**config.mk**
```make
export PLATFORM = sky130hd
export DESIGN_NAME = rfid_spi_arbiter
export DESIGN_NICKNAME = d
export VERILOG_FILES = /design/src/rtl/rfid_spi_arbiter.sv
export SDC_FILE = /design/constraint.sdc
export NUM_CORES = 1
export LEC_CHECK = 0
export ABC_AREA = 1
export ABC_CLOCK_PERIOD_IN_PS = 2800
export BUFFER_PORTS_ARGS = -buffer_cell sky130_fd_sc_hd__buf_2
export CAP_MARGIN = 30
export CORE_AREA = 2 2 58 60
export CTS_CLUSTER_SIZE = 20
export DETAILED_ROUTE_END_ITERATION = 12
export DIE_AREA = 0 0 60 62
export PLACE_DENSITY = 0.81
export SLEW_MARGIN = 15
export SYNTH_ARGS = -nofsm -noshare
export SYNTH_HDL_FRONTEND = slang
export SYNTH_SLANG_ARGS = --single-unit
```
**constraint.sdc**
```tcl
create_clock -name clk -period 2.8 [get_ports clk]
set_input_delay 0 -clock clk [delete_from_list [all_inputs] [get_ports clk]]
set_output_delay 0 -clock clk [all_outputs]
set_load 0.005 [all_outputs]
```
**src/rtl/rfid_spi_arbiter.sv**
```systemverilog
// Round-robin transaction arbiter that shares one SPI byte engine between NREQ requesters.
// Optional spi_done watchdog is compiled in with `define SPI_TIMEOUT_EN.
module rfid_spi_arbiter #(
  parameter int NREQ           = 2,
  parameter int TIMEOUT_CYCLES = 1024
) (
  input  logic                clk,
  input  logic                reset,
  input  logic [NREQ-1:0]     req,
  input  logic [NREQ-1:0]     req_rw,
  input  logic [6*NREQ-1:0]   req_addr,
  input  logic [8*NREQ-1:0]   req_wdata,
  output logic [NREQ-1:0]     ack,
  output logic [7:0]          rdata,
  output logic                err,
  output logic                busy,
  output logic                spi_init,
  output logic [7:0]          spi_addr,
  output logic [7:0]          spi_wdata,
  input  logic [7:0]          spi_rdata,
  input  logic                spi_done
);

  localparam int IDX_W = $clog2(NREQ);

  typedef enum logic [2:0] {
    S_IDLE  = 3'd0,
    S_ARB   = 3'd1,
    S_ISSUE = 3'd2,
    S_WAIT  = 3'd3,
    S_RESP  = 3'd4
  } state_t;

  if (NREQ < 2 || NREQ > 4 || TIMEOUT_CYCLES < 2) begin : g_bad_cfg
    $error("rfid_spi_arbiter: NREQ must be 2..4 and TIMEOUT_CYCLES at least 2");
  end

  state_t           state;
  state_t           state_nxt;
  logic [IDX_W-1:0] last;
  logic [IDX_W-1:0] pick;
  logic             pick_rw;
  logic [5:0]       pick_addr;
  logic [7:0]       pick_wdata;
  logic             rw_l;
  logic             timeout;

  // First requester at or after last+1 (mod NREQ); last itself is checked last.
  function automatic logic [IDX_W-1:0] rr_pick(input logic [NREQ-1:0] r,
                                               input logic [IDX_W-1:0] l);
    logic [IDX_W-1:0] win;
    logic             found;
    int               idx;
    win   = l;
    found = 1'b0;
    for (int i = 1; i <= NREQ; i++) begin
      idx = (int'(l) + i) % NREQ;
      if (!found && (|(r & (NREQ'(1) << idx)))) begin
        win   = IDX_W'(idx);
        found = 1'b1;
      end
    end
    return win;
  endfunction

  // Reader-chip address byte: MSB selects read, LSB is reserved zero.
  function automatic logic [7:0] fmt_addr(input logic rw, input logic [5:0] a);
    return {rw, a, 1'b0};
  endfunction

  assign pick       = rr_pick(req, last);
  assign pick_rw    = |(req_rw & (NREQ'(1) << pick));
  assign pick_addr  = 6'(req_addr >> (6 * int'(pick)));
  assign pick_wdata = 8'(req_wdata >> (8 * int'(pick)));

  always_ff @(posedge clk or negedge reset) begin
    if (!reset) state <= S_IDLE;
    else        state <= state_nxt;
  end

  always_comb begin
    state_nxt = state;
    case (state)
      S_IDLE:  if (|req) state_nxt = S_ARB;
      S_ARB:   state_nxt = (|req) ? S_ISSUE : S_IDLE;
      S_ISSUE: state_nxt = S_WAIT;
      S_WAIT:  if (spi_done || timeout) state_nxt = S_RESP;
      S_RESP:  state_nxt = S_IDLE;
      default: state_nxt = S_IDLE;
    endcase
  end

  always_comb begin
    busy = (state != S_IDLE);
    ack  = '0;
    if (state == S_RESP) ack = NREQ'(1) << last;
  end

  // Request capture, engine handshake and result registers.
  always_ff @(posedge clk or negedge reset) begin
    if (!reset) begin
      last      <= IDX_W'(NREQ - 1);
      rw_l      <= 1'b0;
      spi_addr  <= 8'h00;
      spi_wdata <= 8'h00;
      spi_init  <= 1'b0;
      rdata     <= 8'h00;
    end else begin
      case (state)
        S_ARB: begin
          if (|req) begin
            last      <= pick;
            rw_l      <= pick_rw;
            spi_addr  <= fmt_addr(pick_rw, pick_addr);
            spi_wdata <= pick_rw ? 8'h00 : pick_wdata;
          end
        end
        S_ISSUE: spi_init <= 1'b1;
        S_WAIT: begin
          if (spi_done) begin
            spi_init <= 1'b0;
            rdata    <= rw_l ? spi_rdata : 8'h00;
          end else if (timeout) begin
            spi_init <= 1'b0;
            rdata    <= 8'hFF;
          end
        end
        default: ;
      endcase
    end
  end

`ifdef SPI_TIMEOUT_EN
  localparam int CNT_W = $clog2(TIMEOUT_CYCLES) + 1;

  logic [CNT_W-1:0] wait_cnt;

  // Counter is zero in the first WAIT cycle; done in the final cycle still wins.
  always_ff @(posedge clk or negedge reset) begin
    if (!reset)                 wait_cnt <= '0;
    else if (state == S_ISSUE)  wait_cnt <= '0;
    else if (state == S_WAIT)   wait_cnt <= wait_cnt + CNT_W'(1);
  end

  assign timeout = (state == S_WAIT) && !spi_done &&
                   (wait_cnt == CNT_W'(TIMEOUT_CYCLES - 1));

  always_ff @(posedge clk or negedge reset) begin
    if (!reset) begin
      err <= 1'b0;
    end else if (state == S_WAIT) begin
      if (spi_done)     err <= 1'b0;
      else if (timeout) err <= 1'b1;
    end
  end
`else
  assign timeout = 1'b0;
  assign err     = 1'b0;
`endif

endmodule

```
Word-level counts from Yosys, hierarchy flattened
Cells that the tools add are included.

storage, ports and cells
  bits in registers = 29
  logic and storage cells = 52

cells by class
  add/sub/neg operators = 2
  multiply operators = 1
  eq/ne operators = 6
  shifts and indexed selects = 6
  multiplexer cells = 12
  bitwise gates (word level) = 5
  reduce and logical (&&, ||, !) cells = 13

operators with widths
  operator                                                             number
  1-bit by 32-bit << shifter with 2-bit output (first input constant)  2
  8-bit two-way mux                                                    2
  16-bit by 4-bit right shift with 8-bit output                        1
  3-bit case mux with 4 select lines                                   1
  12-bit by 4-bit right shift with 6-bit output                        1
  2-bit AND reduction                                                  4
  2-bit OR reduction                                                   4
  2-bit bitwise AND                                                    3
  3-bit by 2-bit == test with 1-bit output (second input constant)     2
  3-bit two-way mux                                                    2
  1-bit two-way mux                                                    4
  2-bit two-way mux                                                    2
  2-bit != test (second input constant)                                2
  1-bit by 1-bit << shifter with 2-bit output (first input constant)   2
  3-bit by 1-bit == test with 1-bit output (second input constant)     1
  3-bit == test (second input constant)                                1
  3-bit logical NOT                                                    1
  2-bit by 1-bit multiplier with 3-bit output (first input constant)   1
  3-bit nonzero test                                                   1
  1-bit adder (second input constant)                                  2
  1-bit bitwise AND (first input constant)                             2
  1-bit case mux with 2 select lines                                   1
  2-bit nonzero test                                                   1
  1-bit logical AND                                                    1
  1-bit logical NOT                                                    1

Longest topological paths before layout
  depth in word-level cells = 13
  gate-level depth with buffers = 8
  gate-level depth less buffers = 8

Worst setup path before layout
OpenSTA, ideal clock, no wires.

  path type = register -> register
  start point = reg last
  end point = reg spi_wdata[0]
  library setup time = 0.116 ns
  arrival = 1.092 ns
  data required time = 2.684 ns
  setup slack = 1.592 ns
  stages on the path, launching flop included = 8
  buffers on the path = 0
  period minus slack after synthesis = 1.208 ns
  cells stage by stage = dfstp_2 -> nand2_1 -> nand2_1 -> clkinv_1 -> nand2_1 -> nand2_1 -> nand2_1 -> nand2_1

between the ends
  cells in the longest elaborated chain, start to end = 13
  elaborated cells between the ends (all ways) = 20

RTL lines
  element                                                                                line  RTL
  start: declaration                                                                     40    logic [IDX_W-1:0] last;
  start signal: assignment                                                               102   last <= IDX_W'(NREQ - 1);
  start signal: assignment                                                               112   last <= pick;
  1-bit adder                                                                            57    idx = (int'(l) + i) % NREQ;
  1-bit bitwise AND (no line)                                                            -
  1-bit by 32-bit << shifter with 2-bit output                                           58    if (!found && (|(r & (NREQ'(1) << idx)))) begin
  2-bit bitwise AND                                                                      58
  2-bit OR reduction                                                                     58
  1-bit two-way mux                                                                      58
  1-bit logical NOT                                                                      58
  1-bit logical AND                                                                      58
  1-bit two-way mux *                                                                    58
  branches (longest 3 deep; another with 16-bit by 4-bit right shift with 8-bit output)  -
  8-bit two-way mux *                                                                    115   spi_wdata <= pick_rw ? 8'h00 : pick_wdata;
  end signal: assignment                                                                 115
  end: declaration                                                                       19    output logic [7:0] spi_wdata,

Every way passes the cells marked *.
A chain may end at the register's enable or synchronous reset.

Worst setup path after layout
  start point = reg last
  end point = reg spi_wdata[3]

The elaborated chain is that of the path after synthesis.

==> metrics.yaml <==
status: "complete, no violations"
antenna_found_initial: 0
top_usage_layer: "met2"
synth.distinct_cells: 22
tns_ns: 0
power_density_nw_per_um2: 797
grt_max_degree: 29
worstPathRequired_ns: 3.04
p_total_mw: 1.73
grt_pass1_vias: 1431
grt_pass1_wl_um: 5840
seqCellArea_um2: 702
slew_viol_final: 0
arrival_ns: 2.41
rsz0062_at_grt: "false"
synth_top_area_share: 0.475
finalCritPeriodShare: 0.778
wirelength_um: 3700
drcViolationCount: 0
cts_root_buffer: "clkbuf_4"
antenna_left: 0
maxCapViolCount: 0
hold_viol: 0
tightest_slew_ns: 0.812
ios: 72
clk_pin_slew_ns: 0.15
dp_hpwl_um: 2210
multiInputGateArea_um2: 572
min_path_type: "in -> reg"
port_buffers: 69
whs_ns: 0.0330
wl_per_cell_um: 11.1
firstDrtPassIters: 6
relSlewSlack: 0.457
path_max_fanout: 21
post_drt_via_cell_ratio: 4.39
cts_tree: "built"
layout-drive-gt1-share: 0.319
area_growth_pct: 52.7
clockBufferDepth: 2
max_freq_mhz: 459
async_flop_share: 1.00
cts_buffers: 3
synth_edf_count: 0
synth-seq-cells: 28
grtUsageMet2: 0.390
core_um2: 3180
ir_drop_mv: 0.473
gr-usage-met3: 0.0352
place.gp.congestion: 0.789
die_x_um: 60
placed_cell_area_um2: 1780
min_period_ns: 2.18
yosysMostFrequentCell: "nand2_1"
num_vias: 1465
start_kind: "flip-flop"
setup_viol: 0
grt.total_usage: 0.209
clock_skew_ns: 0.00413
yosys_most_used_dff: "dfrtp_1"
initial_core_util: 0.448
worstSetupPathType: "reg -> reg"
grt_overflow: 0
syn_area_per_cell_um2: 7.74
power.leakage_nw: 1.24
synthTopCellsByArea: "dfrtp_1 (47%), nand2_1 (21%), o21ai_2 (5.5%), inv_1 (5.3%), nand3_1 (4.6%)"
insertion_delay_ns: 0.32
crit_path_end_kind: "flip-flop"
yosysTopAreaCell: "dfrtp_1"
die_area_um2: 3720
syn-cell-area_um2: 1420
htreeDepth: 1
n_fill_cell: 245
yosys-top-cells-count: "nand2_1 (79), dfrtp_1 (27), inv_1 (20), nand3_1 (13), o21ai_2 (9)"
synth_cells: 184
design_area_um2: 2170
num_rows: 21
nets: 332
gr-usage-met1: 0.242
yosys_warnings: 0
antenna-diode-count: 0
cts.sinks: 28
dr.first_iter.drc_count: 47
seq_area_frac_synth: 0.493
die_h_um: 62
[layout make-up]
cell class	count	area share
timing repair buffer	107	0.333
sequential	28	0.323
multi-input combinational	124	0.263
inverter	25	0.0432
tap	46	0.0265
clock buffer	4	0.0121
[layout by cell type (no fill, tap or decap)]
| cell | synthesis | layout |
|---|---|---|
| nand2_1 | 79 | 79 |
| buf_2 | 0 | 69 |
| dlygate4sd3_1 | 0 | 37 |
| dfrtp_1 | 27 | 27 |
| inv_1 | 20 | 20 |
| nand3_1 | 13 | 13 |
| o21ai_2 | 9 | 9 |
| nor2_1 | 7 | 7 |
| o21ai_1 | 5 | 5 |
| inv_2 | 4 | 4 |
| clkbuf_4 | 0 | 3 |
| nand2_2 | 2 | 2 |
| conb_1 | 1 | 2 |
| nor2_2 | 1 | 1 |
| nand3b_1 | 1 | 1 |
| nor3_4 | 1 | 1 |
| nor2_4 | 1 | 1 |
| clkinv_1 | 1 | 1 |
| o21ai_0 | 1 | 1 |
| nand4_1 | 1 | 1 |
| a22oi_1 | 1 | 1 |
| clkbuf_1 | 1 | 1 |
| dfstp_2 | 1 | 1 |
| buf_4 | 6 | 1 |
[through the flow]
stage          utilization  instances  setup WS [ns]
2_1_floorplan            -        185           1.59
3_3_place_gp         0.559        293           1.29
3_5_place_dp         0.559        293           1.19
4_1_cts              0.684        334          0.646
5_1_grt              0.684        334          0.449
6_report             0.684        334          0.622
[kinds of logic after synthesis]
| kind of cell | count (synthesis) | share of synthesized area |
|---|---|---|
| AO/OA/AOI/OAI | 16 | 0.0817 |
| AND/OR/NAND/NOR | 106 | 0.315 |
| buffers and inverters | 33 | 0.108 |
| other | 1 | 0.00263 |
| flip-flops | 28 | 0.493 |
[metal layers]
metal / up-vias / routed length [um]
met4: 0 / 14
met2: 51 / 1960
met1: 645 / 1550
met5: - / 0
met3: 2 / 174
li1: 767 / -
[worst max-delay path: stages (launching register included)]
cell and delay, ns:
dfstp_2 0.60, nand2_1 0.08, nand2_1 0.07, buf_4 0.22, clkinv_1 0.26, nand2_1 0.13, nand2_1 0.05, dlygate4sd3_1 0.56
nand2_1 0.08, nand2_1 0.05
[sequential cells by signal (all words and copies together) (netlist names)]
| name | flops |
|---|---|
| last | 1 |
| rdata | 8 |
| rw_l | 1 |
| spi_addr | 6 |
| spi_init | 1 |
| spi_wdata | 8 |
| state | 3 |
[path summary, 6_finish.rpt]
path | from | end | slack (ns) | cells past startpoint
hold reg to reg | spi_wdata[5] | spi_wdata[5] | 0.50 | 2
hold / removal | spi_done | state[0] | 0.03 | 4
max in group asynchronous | reset | spi_addr[6] | 2.20 | 2
setup / recovery | last | spi_wdata[3] | 0.62 | 9
min in group asynchronous | reset | rdata[1] | 0.20 | 2
setup reg to reg | last | spi_wdata[3] | 0.62 | 9
[power by group]
part | switching (mW) | total [mW] | leakage [nW] | internal, mW
sequential | 0.114 | 0.693 | 0.353 | 0.579
clock | 0.118 | 0.173 | 0.0150 | 0.0558
combinational | 0.460 | 0.866 | 0.872 | 0.406
[repair_timing]
item	in CTS	in global routing
buffers inserted	0	0
gates resized for setup	0	0
endpoints found under the hold margin	49	0
hold buffers	37	0
(Power assumes the default switching activity.)
